==> config.mk <==
export PLATFORM = sky130hd
export DESIGN_NAME = shift_sequencer
export DESIGN_NICKNAME = d
export VERILOG_FILES = /design/src/rtl/shift_sequencer.sv
export SDC_FILE = /design/constraint.sdc
export NUM_CORES = 1
export LEC_CHECK = 0
export ABC_CLOCK_PERIOD_IN_PS = 1600
export CAP_MARGIN = 0
export CORE_UTILIZATION = 35
export DETAILED_ROUTE_END_ITERATION = 16
export GPL_TIMING_DRIVEN = 0
export PLACE_DENSITY = 0.79
export REMOVE_ABC_BUFFERS = 1
export SLEW_MARGIN = 20
export SYNTH_ARGS = -nofsm -noshare
export SYNTH_HDL_FRONTEND = slang
export SYNTH_SLANG_ARGS = --single-unit
==> constraint.sdc <==
create_clock -name clock -period 1.6 [get_ports clock]
set_clock_uncertainty 0.15 [all_clocks]
set_input_delay 0.24 -clock clock [delete_from_list [all_inputs] [get_ports clock]]
set_output_delay 0.24 -clock clock [all_outputs]
set_load 0.02 [all_outputs]
==> src/rtl/shift_sequencer.sv <==
// shift_sequencer: command-driven controller for the 8-bit load/rotate/ASR
// datapath. Takes one {op, amount, data} command, loads the datapath, steps it
// the requested number of times, then presents the datapath Q as the result.
// The datapath has no hold mode, so idle and done states reload Q into itself.
// Optional feature macro: SHIFT_SEQ_ABORT_EN (adds abort / res_aborted).
//
// state   | meaning
// --------+-----------------------------------------------------------
// S_IDLE  | waiting for a command, datapath holding its own Q
// S_LOAD  | parallel-loading the latched command data into the datapath
// S_SHIFT | stepping the datapath once per edge until cnt runs out
// S_DONE  | result presented on res_data until the consumer takes it
module shift_sequencer #(
    parameter int WIDTH = 8,
    parameter int AMT_W = 3
) (
    input  logic             clock,
    input  logic             reset,
    input  logic             cmd_valid,
    output logic             cmd_ready,
    input  logic [1:0]       cmd_op,
    input  logic [AMT_W-1:0] cmd_amount,
    input  logic [WIDTH-1:0] cmd_data,
    output logic             ParallelLoadn,
    output logic             RotateRight,
    output logic             ASRight,
    output logic [WIDTH-1:0] Data_IN,
    input  logic [WIDTH-1:0] q_in,
    output logic             res_valid,
    input  logic             res_ready,
    output logic [WIDTH-1:0] res_data
`ifdef SHIFT_SEQ_ABORT_EN
    ,
    input  logic             abort,
    output logic             res_aborted
`endif
);

    localparam logic [1:0] OP_ROR  = 2'b00;
    localparam logic [1:0] OP_ROL  = 2'b01;
    localparam logic [1:0] OP_ASR  = 2'b10;
    localparam logic [1:0] OP_LOAD = 2'b11;

    typedef enum logic [1:0] {
        S_IDLE  = 2'd0,
        S_LOAD  = 2'd1,
        S_SHIFT = 2'd2,
        S_DONE  = 2'd3
    } state_t;

    state_t           state, state_nx;
    logic [AMT_W-1:0] cnt, cnt_nx;
    logic [1:0]       op_q, op_nx;
    logic [WIDTH-1:0] data_q, data_nx;
`ifdef SHIFT_SEQ_ABORT_EN
    logic             aborted_q, aborted_nx;
`endif

    // State, step counter and latched command registers.
    always_ff @(posedge clock) begin
        if (reset) begin
            state  <= S_IDLE;
            cnt    <= '0;
            op_q   <= '0;
            data_q <= '0;
`ifdef SHIFT_SEQ_ABORT_EN
            aborted_q <= 1'b0;
`endif
        end else begin
            state  <= state_nx;
            cnt    <= cnt_nx;
            op_q   <= op_nx;
            data_q <= data_nx;
`ifdef SHIFT_SEQ_ABORT_EN
            aborted_q <= aborted_nx;
`endif
        end
    end

    // Next-state and datapath control decode from the registered state.
    always_comb begin
        state_nx      = state;
        cnt_nx        = cnt;
        op_nx         = op_q;
        data_nx       = data_q;
        cmd_ready     = 1'b0;
        res_valid     = 1'b0;
        res_data      = '0;
        ParallelLoadn = 1'b0;
        RotateRight   = 1'b0;
        ASRight       = 1'b0;
        Data_IN       = q_in;
`ifdef SHIFT_SEQ_ABORT_EN
        aborted_nx    = aborted_q;
`endif
        case (state)
            S_IDLE: begin
                cmd_ready = 1'b1;
                if (cmd_valid) begin
                    op_nx    = cmd_op;
                    data_nx  = cmd_data;
                    // LOAD-only never shifts, whatever amount came with it.
                    cnt_nx   = (cmd_op == OP_LOAD) ? '0 : cmd_amount;
                    state_nx = S_LOAD;
                end
            end
            S_LOAD: begin
                Data_IN  = data_q;
                state_nx = (cnt != '0) ? S_SHIFT : S_DONE;
`ifdef SHIFT_SEQ_ABORT_EN
                // The load still lands; only the shifting is skipped.
                if (abort) begin
                    state_nx   = S_DONE;
                    cnt_nx     = '0;
                    aborted_nx = 1'b1;
                end
`endif
            end
            S_SHIFT: begin
                ParallelLoadn = 1'b1;
                RotateRight   = (op_q != OP_ROL);
                ASRight       = (op_q == OP_ASR);
                cnt_nx        = cnt - 1'b1;
                if (cnt == AMT_W'(1)) begin
                    state_nx = S_DONE;
                end
`ifdef SHIFT_SEQ_ABORT_EN
                // The abort edge reloads Q so no partial extra step occurs.
                if (abort) begin
                    ParallelLoadn = 1'b0;
                    RotateRight   = 1'b0;
                    ASRight       = 1'b0;
                    Data_IN       = q_in;
                    cnt_nx        = '0;
                    state_nx      = S_DONE;
                    aborted_nx    = 1'b1;
                end
`endif
            end
            S_DONE: begin
                res_valid = 1'b1;
                res_data  = q_in;
                if (res_ready) begin
                    state_nx = S_IDLE;
`ifdef SHIFT_SEQ_ABORT_EN
                    aborted_nx = 1'b0;
`endif
                end
            end
            default: state_nx = S_IDLE;
        endcase
    end

`ifdef SHIFT_SEQ_ABORT_EN
    assign res_aborted = aborted_q;
`endif

endmodule
==> reports/qor.yml, run 1 <==
status: "complete, but fails checks"
violations: "negative setup slack"
setup_viol: 24
cp.required_ns: 1.59
critPathSlowestCell: "dfxtp_4"
cts_max_path_buffers: 2
start_util: 0.386
drt_iter0_markers: 26
overflow: 0
cts_root_buf: "clkbuf_4"
hold_viol: 0
num_rows: 17
ys_types: 28
dp_slack_ns: -0.566
hp-start: "data_q[0]$_SDFFE_PP0P_"
synthTopCellsByCount: "nand2_1 (25), dfxtp_1 (15), a21oi_1 (12), and2_1 (9), inv_1 (9)"
ys_seq_area_frac: 0.335
hold-path-cell-count: 2
synth_edf_count: 0
ys_ff_latch: 15
r2r-end: "state[1]$_SDFFE_PP0P_"
synth_most_common_cell: "nand2_1"
use_met2: 0.401
grt_pass1_vias: 983
setup_ws_ns: -0.278
pin_count: 46
drive_gt1_frac: 0.424
place_area_mm2: 0.00136
wl_per_cell_um: 15.0
critPathCaptureType: "register"
rrSetupSlack_ns: -0.28
use_met3: 0.0435
relSlewSlack: 0.563
leakagePower_uw: 0.000736
avgSynthCellArea_um2: 8.14
yosys.area.top_type: "dfxtp_1"
fin_crit_ns: 1.88
grt_pass1_wl_um: 4260
path_class: "reg2reg"
fin_util: 0.743
hold_path.class: "reg2reg"
synth_area_leaders: "dfxtp_1 (34%), nand2_1 (10%), mux2_1 (10%), ha_1 (9.8%), a21oi_1 (6.7%)"
whs_endpoint: "data_q[0]$_SDFFE_PP0P_"
drt-total-wl_um: 2970
synth_ff_type: "dfxtp_1"
final_area_mm2: 0.00172
drc_errors: 0
crit_family: "buffers and inverters"
path_cells: "buf_12, ha_4, buf_6, a222oi_1, buf_4, mux2i_1, nor2_1"
die_h_um: 52.6
yosysWarnings: 0
cp_max_fo: 3
synth_top_area_frac: 0.335
synth_area_um2: 896
final_antenna_net_count: 0
fin_nets: 203
max_freq_ghz: 0.533
powerDensity_mw_per_mm2: 1540
vdd_drop_max_v: 0.00101
crit_buf_inv: 3
die_w_um: 52.6
syn_inst: 110
vias: 1010
cts_max_level: 1
clk_pin_slew_worst_paths_ns: 0.10
track_usage: 0.210
tritoncts: "built"
worstSetupStartpointType: "register"
worstReg2RegStart: "state[1]$_SDFFE_PP0P_"
drv_cap: 0
grt_antenna_before_repair: 0
place_hpwl_um: 1680
core_area_mm2: 0.00232
cts_buffers: 3
arrival_ns: 1.87
async_flop_share: 0
tightest_slew_ns: 0.653
period_share: 1.17
routed_via_density: 5.10
drv_slew: 0
clock_latency_ns: 0.28
cts_sinks: 15
n_antenna_cell: 0
grt_max_degree: 16
gr-usage-met1: 0.228
setup-tns-final_ns: -3.51
area_delta_synth_final_pct: 92.3
portBuffers: 45
grt_busiest_layer: "met2"
place_congestion: 0.766
holdBufCountCts: 0
crit_path_max_incr_delay_ns: 0.38
first_pass_iters: 4
rsz0062_at_grt: "yes"
die_area_mm2: 0.00277
r2r_cells: 7
-- what timing repair did --
action,CTS,global route
setup buffers,11,4
pin swaps,5,4
gates resized for setup,148,29
setup endpoints to repair,36,36
-- cells in the final DEF, fill, tap and decap left out, types with 2 or more instances in the layout --
cell type,instances
dfxtp_1,13
nand3b_1,3
nand2_1,23
inv_1,7
nor2_1,2
clkbuf_4,3
and2_4,9
ha_1,3
a21o_1,2
ha_4,4
a21oi_2,2
buf_4,5
buf_12,2
mux2_4,8
a21oi_1,10
nand2_2,2
buf_6,29
clkdlybuf4s50_1,24
-- tightest hold or removal path, delay by kind of cell, from the launching register on --
family | cells | cell delay [ns]
DFF | 1 | 0.32
and+or+nand+nor | 1 | 0.05
AOI/OAI and AO/OA | 1 | 0.05
-- logic make-up after synthesis --
kind of cell | after synthesis | synth area share
adder cells (fa/ha/maj) | 7 | 0.0978
buffers and inverters | 13 | 0.0642
multiplexers | 9 | 0.112
flip-flops | 15 | 0.335
AO/OA/AOI/OAI | 23 | 0.158
AND/OR/NAND/NOR | 43 | 0.233
-- registers in the layout, summed over array words and instances, names as in the netlist --
| signal | count |
|---|---|
| data_q | 8 |
| cnt | 3 |
| op_q | 2 |
| state | 2 |
-- layer usage --
| layer | vias up | share of wire |
|---|---|---|
| met5 | - | 0 |
| met4 | 0 | 0.010 |
| met3 | 6 | 0.077 |
| met2 | 56 | 0.50 |
| met1 | 465 | 0.42 |
| li1 | 483 | - |
-- how the worst max path moves through the flow --
stage,from,endpoint,slack (ns),cells past startpoint
6_report,state[1]$_SDFFE_PP0P_,state[1]$_SDFFE_PP0P_,-0.28,7
5_1_grt,state[1]$_SDFFE_PP0P_,state[1]$_SDFFE_PP0P_,-0.32,7
4_1_cts,state[1]$_SDFFE_PP0P_,Data_IN[6],-0.23,5
3_5_place_dp,state[1]$_SDFFE_PP0P_,Data_IN[0],-0.57,4
3_3_place_gp,state[1]$_SDFFE_PP0P_,Data_IN[5],-0.52,4
2_1_floorplan,state[0]$_SDFFE_PP0P_,state[1]$_SDFFE_PP0P_,-0.14,5
-- per-stage QoR --
stage | total power (µW) | instances | hold WS (ns)
final | 2660 | 198 | 0.308
after CTS | 2350 | 194 | 0.311
after detailed placement | 1680 | 179 | 0.296
after global routing | 2820 | 198 | 0.341
after floorplan | 1240 | 106 | 0.159
after global placement | 1630 | 179 | 0.290
-- area by class of cell --
cell class              instances  area [µm²]
inverters                       9        36.3
repair buffers                 60         644
multi-input cells              82         676
flip-flops and latches         15         305
well taps                      28        35.0
fillers                       178         596
clock buffers                   4        26.3
-- report_power, final --
part | internal (µW) | total (µW) | switching, µW
logic | 1000 | 1870 | 869
clock network | 96.6 | 219 | 123
registers | 479 | 568 | 88.9
Note: power is estimated with default switching activity, not from simulation.
==> run 2: changes to the inputs <==
- PLACE_DENSITY: 0.79 -> not set
- PLACE_DENSITY_LB_ADDON: not set -> 0.15
- SLEW_MARGIN: 20 -> 10
==> reports/qor.yml, run 2 (same netlist as run 1, synthesis figures left out) <==
max_freq_ghz: 0.533  # +0.11%
hold-path-cell-count: 2  # unchanged
place_congestion: 0.837  # +9.3%
vdd_drop_max_v: 0.00127  # +26%
fillers: 178  # unchanged
whs_ns: 0.308  # -0.000549 ns
fin_util: 0.709  # -0.0340
relSlewSlack: 0.620  # +0.0571
cts_max_path_buffers: 2  # unchanged
core_area_mm2: 0.00232  # unchanged
vias: 981  # -2.9%
crit_family: "flip-flops"
tritoncts: "built"
grt_antenna_before_repair: 0  # unchanged
place_area_mm2: 0.00136  # unchanged
violations: "negative setup slack"
wl_per_cell_um: 14.2  # -5.4%
setup_ws_ns: -0.276  # +0.00202 ns
final_cell_mix: "nand2_1 (25), clkdlybuf4s50_1 (24), buf_6 (20)"
routed_via_density: 4.91  # -3.8%
p_comb_frac: 0.680  # -0.024
hold_path.class: "reg2reg"
tightest_slew_ns: 0.568  # -0.0854 ns
cts_max_level: 1  # unchanged
final_area_mm2: 0.00164  # -4.6%
portBuffers: 45  # unchanged
regMostFlops: "data_q"
num_rows: 17  # unchanged
status: "complete, but fails checks"
power_frac_clock: 0.091  # +0.009
leakagePower_uw: 0.000724  # -1.6%
path_class: "reg2out"
fin_nets: 205  # +0.99%
cp_max_fo: 6  # +3
largest_reg_flops: 8  # unchanged
crit_buf_inv: 3  # unchanged
setup_viol: 25  # +4.2%
drv_slew: 0  # unchanged
p_switching_uw: 994  # -8.1%
start_util: 0.386  # unchanged
hold_viol: 0  # unchanged
area_delta_synth_final_pct: 83.5
fin_crit_ns: 1.88  # -0.00202 ns
grt_max_degree: 16  # unchanged
powerDensity_mw_per_mm2: 1490  # -3.7%
drt-total-wl_um: 2840  # -4.5%
cp_common_cell: "buf_6"
cts_root_buf: "clkbuf_4"
overflow: 0  # unchanged
cts_sinks: 15  # unchanged
mostFrequentLayoutCell: "nand2_1"
crit_path_max_incr_delay_ns: 0.37  # about the same
first_pass_iters: 4  # unchanged
die_h_um: 52.6  # unchanged
die_w_um: 52.6  # unchanged
critPathSlowestCell: "dfxtp_4"
place_hpwl_um: 1730  # +3.0%
cp.required_ns: 1.21  # -0.38 ns
grt_pass1_wl_um: 4340  # +1.9%
clk_pin_slew_worst_paths_ns: 0.09  # about the same
path_cells: "inv_4, ha_4, buf_6, mux2_4, buf_6"
drive_gt1_frac: 0.372  # -0.0514
worstSetupStartpointType: "register"
seqPwrFrac: 0.230  # +0.017
drt_iter0_markers: 14  # -46%
clock_latency_ns: 0.28  # about the same
period_share: 1.17  # -0.00126
grt_pass1_vias: 906  # -7.8%
reg.largest.list: "data_q: 8 flops, cnt: 3 flops"
swShare: 0.407  # about the same
rsz0062_at_grt: "yes"
track_usage: 0.223  # +0.0131
worst-path-stages: 5  # -2
drv_cap: 0  # unchanged
p_int_uw: 1450  # -8.2%
cts_buffers: 3  # unchanged
pin_count: 46  # unchanged
critPathCaptureType: "output pin"
drc_errors: 0  # unchanged
final_antenna_net_count: 0  # unchanged
arrival_ns: 1.49  # -0.38 ns
die_area_mm2: 0.00277  # unchanged
holdBufCountCts: 0  # unchanged
r2r_cells: 6  # -1
n_antenna_cell: 0  # unchanged
## run 2: cell types whose count changed in the layout (fill, tap and decap cells not counted), sizes merged
| cell | previous run | this run |
|---|---|---|
| clkdlybuf4s15 | 0 | 2 |
## run 2: worst paths after layout
kind,from,to,slack [ns]
worst max-delay path,state[1]$_SDFFE_PP0P_,Data_IN[0],-0.28
worst min-delay path,data_q[2]$_SDFFE_PP0P_,data_q[2]$_SDFFE_PP0P_,0.31
worst max register to register,state[0]$_SDFFE_PP0P_,state[1]$_SDFFE_PP0P_,-0.20
worst min register to register,data_q[2]$_SDFFE_PP0P_,data_q[2]$_SDFFE_PP0P_,0.31
## run 2: metal layers
layer	global-route usage	wire (µm)	part of all wire
met1	0.261	1190	0.42
met2	0.397	1470	0.52
met3	0.0348	139	0.049
met4	0.0921	46	0.016
met5	0	0	0
## run 2: power by group through the flow
stage	registers (µW)	clock network, µW	logic [µW]
floorplan	521	0	717
global placement	529	0	1120
detailed placement	537	0	1150
CTS	556	229	1430
global route	572	244	1780
finish	561	222	1660
## run 2: area by class of cell
cell class / count / area, µm² / share of cell area
clock buffer: 4 / 26.3 / 0.0160
timing repair buffer: 62 / 606 / 0.368
inverter: 9 / 36.3 / 0.0221
sequential: 15 / 308 / 0.187
tap: 28 / 35.0 / 0.0213
multi-input combinational: 82 / 633 / 0.385
## run 2: what timing repair did
| item | 4_1_cts | 5_1_grt |
|---|---|---|
| resized for setup | 126 | 26 |
| endpoints found under the setup margin | 33 | 35 |
| buffers inserted | 11 | 6 |
| pin swaps | 5 | 0 |
## run 2: worst min-delay path: cells and delay by family, from the launching register on
kind               cells  cell delay [ns]
DFF                    1             0.32
and+or+nand+nor        1             0.05
AOI/OAI and AO/OA      1             0.05
## run 2: stage by stage
step / instances / setup slack [ns] / power (µW) / TNS [ns]
after floorplan: 106 / -0.144 / 1240 / -0.488
after global placement: 179 / -0.551 / 1650 / -9.63
after detailed placement: 179 / -0.616 / 1690 / -10.75
after CTS: 194 / -0.285 / 2210 / -3.48
after global routing: 200 / -0.320 / 2600 / -6.04
final: 200 / -0.276 / 2440 / -4.10
==> run 3: changes to the inputs <==
- SETUP_SLACK_MARGIN: not set -> 0.02
==> reports/qor.yml, run 3 (same netlist as run 1, synthesis figures left out) <==
status: "complete, but fails checks"
violations: "negative setup slack"
vdd_drop_max_v: 0.00127  # unchanged
worstSetupStartpointType: "register"
final_cell_mix: "nand2_1 (25), clkdlybuf4s50_1 (24), buf_6 (20)"
hold_viol: 0  # unchanged
fin_crit_ns: 1.88  # unchanged
grt_pass1_vias: 906  # unchanged
cts_root_buf: "clkbuf_4"
clock_latency_ns: 0.28  # about the same
drv_slew: 0  # unchanged
grt_pass1_wl_um: 4340  # unchanged
fin_util: 0.709  # unchanged
fillers: 178  # unchanged
pin_count: 46  # unchanged
fin_nets: 205  # unchanged
final_antenna_net_count: 0  # unchanged
whs_ns: 0.308  # unchanged
max_freq_ghz: 0.533  # unchanged
die_area_mm2: 0.00277  # unchanged
core_area_mm2: 0.00232  # unchanged
clk_pin_slew_worst_paths_ns: 0.09  # about the same
seqCellArea_um2: 308  # unchanged
start_util: 0.386  # unchanged
path_class: "reg2out"
place_hpwl_um: 1730  # unchanged
vias: 981  # unchanged
first_pass_iters: 4  # unchanged
wl_per_cell_um: 14.2  # unchanged
leakagePower_uw: 0.000724  # unchanged
largest_reg_flops: 8  # unchanged
regMostFlops: "data_q"
overflow: 0  # unchanged
period_share: 1.17  # unchanged
portBuffers: 45  # unchanged
area_delta_synth_final_pct: 83.5  # unchanged
tightest_slew_ns: 0.568  # unchanged
drc_errors: 0  # unchanged
setup_ws_ns: -0.276  # unchanged
setup_viol: 25  # unchanged
power_uw: 2440  # unchanged
cp_max_fo: 6  # unchanged
grt_antenna_before_repair: 0  # unchanged
drt_iter0_markers: 14  # unchanged
multi_input_area_um2: 633  # unchanged
powerDensity_mw_per_mm2: 1490  # unchanged
cts_sinks: 15  # unchanged
arrival_ns: 1.49  # about the same
cp.required_ns: 1.21  # about the same
cts_max_level: 1  # unchanged
die_w_um: 52.6  # unchanged
grt_max_degree: 16  # unchanged
mostFrequentLayoutCell: "nand2_1"
place_congestion: 0.837  # unchanged
cts_max_path_buffers: 2  # unchanged
track_usage: 0.223  # unchanged
dp_slack_ns: -0.616  # unchanged
relSlewSlack: 0.620  # unchanged
hold_path.class: "reg2reg"
rsz0062_at_grt: "yes"
drv_cap: 0  # unchanged
setup-tns-final_ns: -4.10  # unchanged
die_h_um: 52.6  # unchanged
holdBufCountCts: 0  # unchanged
tritoncts: "built"
reg.largest.list: "data_q: 8 flops, cnt: 3 flops"
num_rows: 17  # unchanged
routed_via_density: 4.91  # unchanged
cts_buffers: 3  # unchanged
drive_gt1_frac: 0.372  # unchanged
drt-total-wl_um: 2840  # unchanged
n_antenna_cell: 0  # unchanged
critPathCaptureType: "output pin"
run 3: repair_timing:
action | in CTS | in global routing
cloned | 0 | 0
pin swaps | 5 | 0
resized for setup | 126 | 26
endpoints found under the setup margin | 36 | 35
setup buffers | 11 | 6
run 3: critical path, stage by stage (launching register included):
cell     delay, ns
dfxtp_4       0.37
inv_4         0.07
ha_4          0.18
buf_6         0.14
mux2_4        0.31
buf_6         0.13
run 3: final cells by class:
cell class | instances | area share
Multi-Input combinational cell | 82 | 0.385
Timing Repair Buffer | 62 | 0.368
Tap cell | 28 | 0.0213
Sequential cell | 15 | 0.187
Clock buffer | 4 | 0.0160
Inverter | 9 | 0.0221
run 3: metrics by stage:
stage | instances | cell area [µm²]
2_1_floorplan | 106 | 872
3_3_place_gp | 179 | 1360
3_5_place_dp | 179 | 1360
4_1_cts | 194 | 1520
5_1_grt | 200 | 1640
6_report | 200 | 1640
run 3: layer usage:
metal | up-vias | global-route usage | share of wire | routed length [µm]
met5 | - | 0 | 0 | 0
met2 | 35 | 0.397 | 0.52 | 1470
li1 | 492 | - | - | -
met4 | 0 | 0.0921 | 0.016 | 46
met3 | 4 | 0.0348 | 0.049 | 139
met1 | 450 | 0.261 | 0.42 | 1190
run 3: final timing paths:
check,start,to,slack [ns],depth (start not counted)
max,state[1]$_SDFFE_PP0P_,Data_IN[0],-0.28,5
min,data_q[2]$_SDFFE_PP0P_,data_q[2]$_SDFFE_PP0P_,0.31,2
max reg2reg,state[0]$_SDFFE_PP0P_,state[1]$_SDFFE_PP0P_,-0.20,6
min reg2reg,data_q[2]$_SDFFE_PP0P_,data_q[2]$_SDFFE_PP0P_,0.31,2
run 3: power by group:
group	internal [µW]	leakage, µW	switching (µW)
Sequential	482	0.000125	78.6
Clock	96.9	0.0000150	125
Combinational	871	0.000585	790
